`src/rtl/serial_word_collector_pkg.sv`:
```
// Shared state encodings and counter-width helper for the bit-serial datapath blocks.
package serial_word_collector_pkg;

    typedef enum logic [1:0] {
        IDLE    = 2'd0,
        COLLECT = 2'd1,
        HOLD    = 2'd2
    } coll_state_e;

    // Bit-position counter width for a word of the given length (at least one bit).
    function automatic int count_w(input int width);
        return (width > 2) ? $clog2(width) : 1;
    endfunction

endpackage

```
`src/rtl/serial_word_collector_shift_reg.sv`:
```
// LSB-first word assembly register: load starts a new word at bit 0, write places a bit at pos_i.
// Latency: storage updates on the next clock edge; word_o combines the incoming last bit combinationally.
// Backpressure: none; the caller only asserts load/write for accepted bits.
module serial_shift_reg
    import serial_word_collector_pkg::*;
#(
    parameter int WIDTH = 32,
    parameter int CNT_W = count_w(WIDTH)
) (
    input  logic             clk,
    input  logic             rst_n,
    input  logic             load_i,
    input  logic             wr_i,
    input  logic [CNT_W-1:0] pos_i,
    input  logic             bit_i,
    output logic [WIDTH-1:0] word_o
);

    logic [WIDTH-1:0] shreg_q;
    logic [WIDTH-1:0] shreg_d;

    always_comb begin
        shreg_d = shreg_q;
        if (load_i) begin
            shreg_d    = '0;
            shreg_d[0] = bit_i;
        end else if (wr_i) begin
            shreg_d[pos_i] = bit_i;
        end
    end

    always_ff @(posedge clk or negedge rst_n) begin
        if (!rst_n) begin
            shreg_q <= '0;
        end else begin
            shreg_q <= shreg_d;
        end
    end

    // The completing bit lands in the MSB without waiting for the register to update.
    assign word_o = {bit_i, shreg_q[WIDTH-2:0]};

endmodule

```
`src/rtl/serial_word_collector.sv`:
```
// Collects an LSB-first framed bit stream into WIDTH-bit words; COLLECTOR_MINNEG_FLAG_EN adds min_neg.
// Latency: word_valid rises the cycle after the WIDTH-th bit is accepted.
// Backpressure: bit_ready drops while a finished word waits for word_ready.
module serial_word_collector
    import serial_word_collector_pkg::*;
#(
    parameter int WIDTH = 32
) (
    input  logic             clk,
    input  logic             rst_n,
    input  logic             bit_valid,
    input  logic             bit_in,
    input  logic             frame_start,
    output logic             bit_ready,
    output logic             word_valid,
    input  logic             word_ready,
    output logic [WIDTH-1:0] word_out,
    output logic             frame_abort,
    output logic             sync_err
`ifdef COLLECTOR_MINNEG_FLAG_EN
    ,
    output logic             min_neg
`endif
);

    localparam int               CNT_W   = count_w(WIDTH);
    localparam logic [CNT_W-1:0] LAST    = CNT_W'(WIDTH - 1);
    localparam logic [WIDTH-1:0] MIN_NEG = {1'b1, {(WIDTH-1){1'b0}}};

    coll_state_e      state_q, state_d;
    logic [CNT_W-1:0] count_q, count_d;
    logic [WIDTH-1:0] word_q, word_d;
    logic             abort_q, abort_d;
    logic             sync_q, sync_d;
    logic             shr_load;
    logic             shr_wr;
    logic             accept;
    logic [WIDTH-1:0] word_full;

    serial_shift_reg #(
        .WIDTH (WIDTH),
        .CNT_W (CNT_W)
    ) u_shift_reg (
        .clk    (clk),
        .rst_n  (rst_n),
        .load_i (shr_load),
        .wr_i   (shr_wr),
        .pos_i  (count_q),
        .bit_i  (bit_in),
        .word_o (word_full)
    );

    assign bit_ready = (state_q != HOLD) | word_ready;
    assign accept    = bit_valid & bit_ready;

    always_comb begin
        state_d  = state_q;
        count_d  = count_q;
        word_d   = word_q;
        abort_d  = 1'b0;
        sync_d   = 1'b0;
        shr_load = 1'b0;
        shr_wr   = 1'b0;
        case (state_q)
            IDLE: begin
                if (accept) begin
                    if (frame_start) begin
                        shr_load = 1'b1;
                        count_d  = CNT_W'(1);
                        state_d  = COLLECT;
                    end else begin
                        sync_d = 1'b1;
                    end
                end
            end
            COLLECT: begin
                if (accept) begin
                    if (frame_start) begin
                        shr_load = 1'b1;
                        count_d  = CNT_W'(1);
                        abort_d  = 1'b1;
                    end else if (count_q == LAST) begin
                        word_d  = word_full;
                        count_d = '0;
                        state_d = HOLD;
                    end else begin
                        shr_wr  = 1'b1;
                        count_d = count_q + CNT_W'(1);
                    end
                end
            end
            HOLD: begin
                // Handshake and a new framed bit may coincide, giving back-to-back words.
                if (word_ready) begin
                    state_d = IDLE;
                    if (bit_valid) begin
                        if (frame_start) begin
                            shr_load = 1'b1;
                            count_d  = CNT_W'(1);
                            state_d  = COLLECT;
                        end else begin
                            sync_d = 1'b1;
                        end
                    end
                end
            end
            default: state_d = IDLE;
        endcase
    end

    always_ff @(posedge clk or negedge rst_n) begin
        if (!rst_n) begin
            state_q <= IDLE;
            count_q <= '0;
            word_q  <= '0;
            abort_q <= 1'b0;
            sync_q  <= 1'b0;
        end else begin
            state_q <= state_d;
            count_q <= count_d;
            word_q  <= word_d;
            abort_q <= abort_d;
            sync_q  <= sync_d;
        end
    end

    assign word_valid  = (state_q == HOLD);
    assign word_out    = word_q;
    assign frame_abort = abort_q;
    assign sync_err    = sync_q;

`ifdef COLLECTOR_MINNEG_FLAG_EN
    logic min_neg_q, min_neg_d;

    always_comb begin
        min_neg_d = min_neg_q;
        if (state_q == COLLECT && accept && !frame_start && count_q == LAST) begin
            min_neg_d = (word_full == MIN_NEG);
        end else if (state_q == HOLD && word_ready) begin
            min_neg_d = 1'b0;
        end
    end

    always_ff @(posedge clk or negedge rst_n) begin
        if (!rst_n) begin
            min_neg_q <= 1'b0;
        end else begin
            min_neg_q <= min_neg_d;
        end
    end

    assign min_neg = min_neg_q;
`endif

endmodule

```
`config.mk`:
```
export PLATFORM = sky130hd
export DESIGN_NAME = serial_word_collector
export DESIGN_NICKNAME = d
export VERILOG_FILES = /design/src/rtl/serial_word_collector_pkg.sv /design/src/rtl/serial_word_collector_shift_reg.sv /design/src/rtl/serial_word_collector.sv
export SDC_FILE = /design/constraint.sdc
export NUM_CORES = 1
export LEC_CHECK = 0
export CORE_ASPECT_RATIO = 0.6
export CORE_UTILIZATION = 45
export CTS_CLUSTER_DIAMETER = 50
export DETAILED_ROUTE_END_ITERATION = 8
export GPL_TIMING_DRIVEN = 0
export PLACE_DENSITY_LB_ADDON = 0.25
export SETUP_SLACK_MARGIN = 0.2
export SLEW_MARGIN = 30
export SYNTH_ARGS = -nofsm -noshare
export SYNTH_HDL_FRONTEND = slang
export SYNTH_SLANG_ARGS = --single-unit
```
`constraint.sdc`:
```
create_clock -name clk -period 2.1 [get_ports clk]
set_input_delay 0.315 -clock clk [delete_from_list [all_inputs] [get_ports clk]]
set_output_delay 0.315 -clock clk [all_outputs]
set_load 0.1 [all_outputs]
```
# ---- Word level (Yosys, flattened, before mapping)
# Cells that the tools add are included.
dict set report totals {
  inputBits 6
  output_inout_bits 36
  regBits 73
  wordCells 68
}
dict set report op_classes {
  bitwise_logic 3
  n_reduce_logical 8
  n_mux 37
  n_lt_le_gt_ge 2
  add_sub_neg 1
  n_eq_ne 11
}
# operator n
set ops {}
lappend ops {{$mux 32} 2}
lappend ops {{$mux 5} 7}
lappend ops {{$bwmux 32} 1}
lappend ops {{$mux 1} 16}
lappend ops {{$pmux 5 s3} 1}
lappend ops {{$ne 2x2->1 const B} 7}
lappend ops {{$mux 2} 6}
lappend ops {{$lt 5x6->1 const B} 1}
lappend ops {{$pmux 2 s3} 1}
lappend ops {{$reduce_and 6->1} 1}
lappend ops {{$add 5x1->5 const B} 1}
lappend ops {{$demux 1 s5} 1}
lappend ops {{$eq 5x5->1 const B} 1}
lappend ops {{$ge 5x1->1 const B} 1}
lappend ops {{$reduce_and 5->1} 1}
lappend ops {{$pmux 1 s2} 2}
lappend ops {{$reduce_and 4->1} 1}
lappend ops {{$reduce_bool 3->1} 1}
lappend ops {{$eq 2x1->1 const B} 1}
lappend ops {{$eq 2x2->1 const B} 1}
lappend ops {{$logic_not 2->1} 1}
lappend ops {{$ne 2x1->1 const B} 1}
lappend ops {{$reduce_bool 2->1} 1}
lappend ops {{$reduce_or 2->1} 1}
lappend ops {{other kinds (4)} 4}

# ---- Logic depth before layout (Yosys ltp)
dict set report logic_depth {
  word_depth 7
  depth_mapped 9
  depth_no_buf 7
}

# ---- Hierarchy
# A second synthesis with hierarchy kept.
dict set report unflattened {
  cells_unflattened 268
  area_unflattened_um2 3440.8
}
# module cells_each area_per_inst_um2 seq_area_each_um2 instances
set modules_own_cells {}
lappend modules_own_cells {serial_word_collector 122 1866.8 1026.0 1}
lappend modules_own_cells {serial_shift_reg 146 1574.0 775.7 1}

# ---- Worst setup path after synthesis
# No wires, ideal clock.
dict set report synth_path {
  kind {reg2out}
  from {register state_q[1]}
  to {output port bit_ready}
  t_arrival_ns 3.068
  required_ns 1.785
  path_stages_with_launch 4
  slack_ns -1.283
  path_buffers 1
  cell_sequence {dfrtp_1 -> clkbuf_1 -> nor2b_1 -> nand2b_1}
}
dict set report synth_between {
  elab_chain_len 2
}
# element line_no
set synth_lines {}
lappend synth_lines {{from (decl)} serial_word_collector.sv:30} ;# coll_state_e state_q, state_d;
lappend synth_lines {{from (signal assigned)} serial_word_collector.sv:119} ;# state_q <= state_d;
lappend synth_lines {{$ne 2x2->1} serial_word_collector.sv:53} ;# assign bit_ready = (state_q != HOLD) | word_ready;
lappend synth_lines {{$or 1x1->1} serial_word_collector.sv:53}
lappend synth_lines {{to (decl)} serial_word_collector.sv:14} ;# output logic bit_ready,
# Every way passes these cells.

# ---- Final worst setup path
dict set report layout_path {
  from {register word_q[24] (netlist: word_out[24])}
  to {output port word_out[24]}
}
# element line_no
set layout_rtl {}
lappend layout_rtl {{from (decl)} serial_word_collector.sv:32} ;# logic [WIDTH-1:0] word_q, word_d;
lappend layout_rtl {{from (signal assigned)} serial_word_collector.sv:121} ;# word_q <= word_d;
lappend layout_rtl {{to (decl)} serial_word_collector.sv:17} ;# output logic [WIDTH-1:0] word_out,
# No word-level cell between the ends.

==> flow_summary.toml <==
[status]
status = "finished clean"

[critical_path]
end_kind = "primary output"
path_delay_family = "buffers and inverters"
worstPathArrival_ns = 1.55
critical_path.cell_chain = "dlygate4sd2_1"
critical_path_peak_fanout = 2
worstSetupPathType = "register to primary output"
critPathLaunchType = "register"
cpMaxStageDelayCell = "dlygate4sd2_1"
cp.required_ns = 1.78
cp.buffers_inverters = 1
max_stage_delay_ns = 0.86

[yosys]
synth.distinct_cells = 37
yosysSeqAreaShare = 0.515
netlist_area_um2 = 3500
netlist.area_leader.share = 0.515
yosysMostFrequentCell = "dfrtp_1"
synth-edff-count = 0
synth_top_cells_by_area = "dfrtp_1 52%, mux2_4 12%, o31ai_1 6.4%, nand4_1 5.5%, a21oi_1 4.7%"
synth_warnings = 0
synth_seq_cells = 72
syn_inst = 298
synth_common_cells = "72 x dfrtp_1, 33 x a21oi_1, 31 x nand4_1"
syn_avg_cell_area_um2 = 11.7
synth_ff_type = "dfrtp_1"
ys_async_sr_fraction = 1.00
synth_top_cell_by_area = "dfrtp_1"
synth_fp_nets = 309

[layout]
drive_gt1_frac = 0.306
fin_cells = 464
final-seq-area_um2 = 1800
final_core_util = 0.619
n_fill_cell = 628
area_growth_pct = 30.7
diodes = 0
fin_nets = 367
multiInputGateArea_um2 = 1640

[die]
die_y_um = 70.3
die_x_um = 116
start_util = 0.474
num_io_pins = 42
core_um2 = 7390
dieArea_um2 = 8140
rows = 24

[timing]
worst_slack_ns = 0.240
setup_violations = 0
maxSlewHeadroom = 0.364
tightest_slew_ns = 0.957
clock_skew_ns = 0.00340
slew_violations = 0
fin_crit_ns = 1.86
timing.fmax_mhz = 538
period_share = 0.886
rsz0062_at_grt = "true"
hold_viol = 0

[routing]
wl_um = 8470
routed_via_density = 5.73
wl_per_cell_um = 18.3
remaining_drc_errors = 0
ant_nets = 0
firstDrtPassIters = 4
vias = 2661
drt_iter0_drc = 170

[clock_tree]
htree_levels = 3
cts_sinks = 72
path_clk_slew_ns = 0.05
numCtsBuffers = 9
clock_latency_ns = 0.33
clockBufferDepth = 2
cts_tree = "built"
cts_root_buffer = "clkbuf_16"

[worst_hold_path]
hp-class = "primary input to register"

[global_route]
grt_max_degree = 43
grt_pass1_vias = 2638
grt_remaining_overflow = 0
antenna_found_initial = 0
grt_usage = 0.228
grt_pass1_wl_um = 13700

[place]
place_congestion = 0.850
port_buffers = 40
dp.cells = 443
dp_hpwl_um = 5570
place_ws_ns = -0.319

[run]
max_cap_viol_count = 0

[power]
irDropWorstVdd_mv = 0.518
power_leakage_uw = 0.00221
powerDensity_nw_per_um2 = 804
-- layout make-up --
cell class / instances / area share
Sequential cell: 72 / 0.395
Multi-Input combinational cell: 188 / 0.359
Timing Repair Buffer: 47 / 0.0917
Clock buffer: 12 / 0.0561
Buffer: 30 / 0.0495
Tap cell: 104 / 0.0285
Clock inverter: 3 / 0.0142
Inverter: 8 / 0.00657
-- state kept, by name (all words and copies together) (netlist names) --
name,flops
frame_abort,1
sync_err,1
word_out,32
count_q,5
u_shift_reg.shreg_q,31
state_q,2
-- worst reg2reg max path: cells and delay by family, from the launching register on --
kind	cells	cell delay (ns)
compound gates	2	0.34
fa+ha+maj	2	0.40
buf+inv	3	0.39
flops	1	0.39
simple gates	2	0.20
-- kinds of logic (layout without fill, tap and decap cells) --
logic type	Yosys count	in the layout	synth area share
compound gates	71	71	0.127
simple gates	77	77	0.145
fa+ha+maj	5	5	0.0179
flops	72	72	0.515
buf+inv	38	100	0.0515
mux	35	35	0.143
-- layer usage --
metal,vias to the layer above,routed length [µm],track usage
met4,0,96,0.0655
li1,1239,-,-
met5,-,0,0
met1,1334,4010,0.324
met3,7,489,0.0773
met2,81,3880,0.327
-- power breakdown --
part | internal, µW | switching, µW | leakage (µW)
clock | 1100 | 552 | 0.000159
sequential | 1420 | 23.9 | 0.000989
combinational | 188 | 392 | 0.00106
total | 2710 | 968 | 0.00221
-- stage by stage --
| stage | setup TNS [ns] | power, µW | hold slack, ns | area, µm² |
|---|---|---|---|---|
| floorplan | 0 | 1760 | 0.0194 | 3510 |
| global placement | -130.77 | 1920 | 0.489 | 4050 |
| detailed placement | -10.12 | 1940 | 0.330 | 4060 |
| CTS | 0 | 3640 | 0.388 | 4430 |
| global route | 0 | 3820 | 0.439 | 4570 |
| finish | 0 | 3680 | 0.384 | 4570 |
-- layout by cell type (no fill, tap or decap), types with 3 or more instances in the layout --
cell | Yosys | final
nor2b_1 | 6 | 5
clkbuf_2 | 3 | 9
buf_6 | 3 | 5
nand2b_1 | 7 | 6
nand3b_1 | 3 | 3
nor3b_1 | 4 | 4
nand2_1 | 4 | 4
clkbuf_1 | 15 | 6
a21oi_1 | 33 | 33
dlygate4sd2_1 | 0 | 29
o31ai_2 | 0 | 13
buf_4 | 2 | 11
mux2_2 | 4 | 4
nand3_1 | 3 | 3
buf_12 | 0 | 3
o21ai_0 | 4 | 3
nand4_1 | 31 | 31
ha_1 | 5 | 3
o31ai_1 | 30 | 16
or3b_2 | 3 | 3
clkdlybuf4s50_1 | 0 | 3
clkbuf_16 | 0 | 9
mux2_4 | 29 | 29
buf_2 | 3 | 3
inv_1 | 8 | 7
and3b_1 | 3 | 3
dfrtp_1 | 72 | 70
clkdlybuf4s15_1 | 0 | 4
-- final timing paths --
check | from | end | slack [ns] | depth (start not counted)
max in group asynchronous | rst_n | count_q[2]$_DFFE_PN0P_ | 1.02 | 3
min | bit_in | u_shift_reg.shreg_q[0]$_DFFE_PN0P_ | 0.38 | 3
max reg2reg | count_q[1]$_DFFE_PN0P_ | u_shift_reg.shreg_q[18]$_DFFE_PN0P_ | 0.26 | 9
max | word_out[24]$_DFFE_PN0P_ | word_out[24] | 0.24 | 1
min reg2reg | word_out[0]$_DFFE_PN0P_ | word_out[0]$_DFFE_PN0P_ | 0.50 | 1
min in group asynchronous | rst_n | word_out[9]$_DFFE_PN0P_ | 0.51 | 2
-- repair_timing --
action	CTS	global route
setup buffers	4	0
setup endpoints to repair	104	64
cloned	0	1
pin swaps	0	5
resized for setup	69	51
hold buffers	1	0
hold endpoints to repair	41	0
Note: power is estimated with default switching activity, not from simulation.
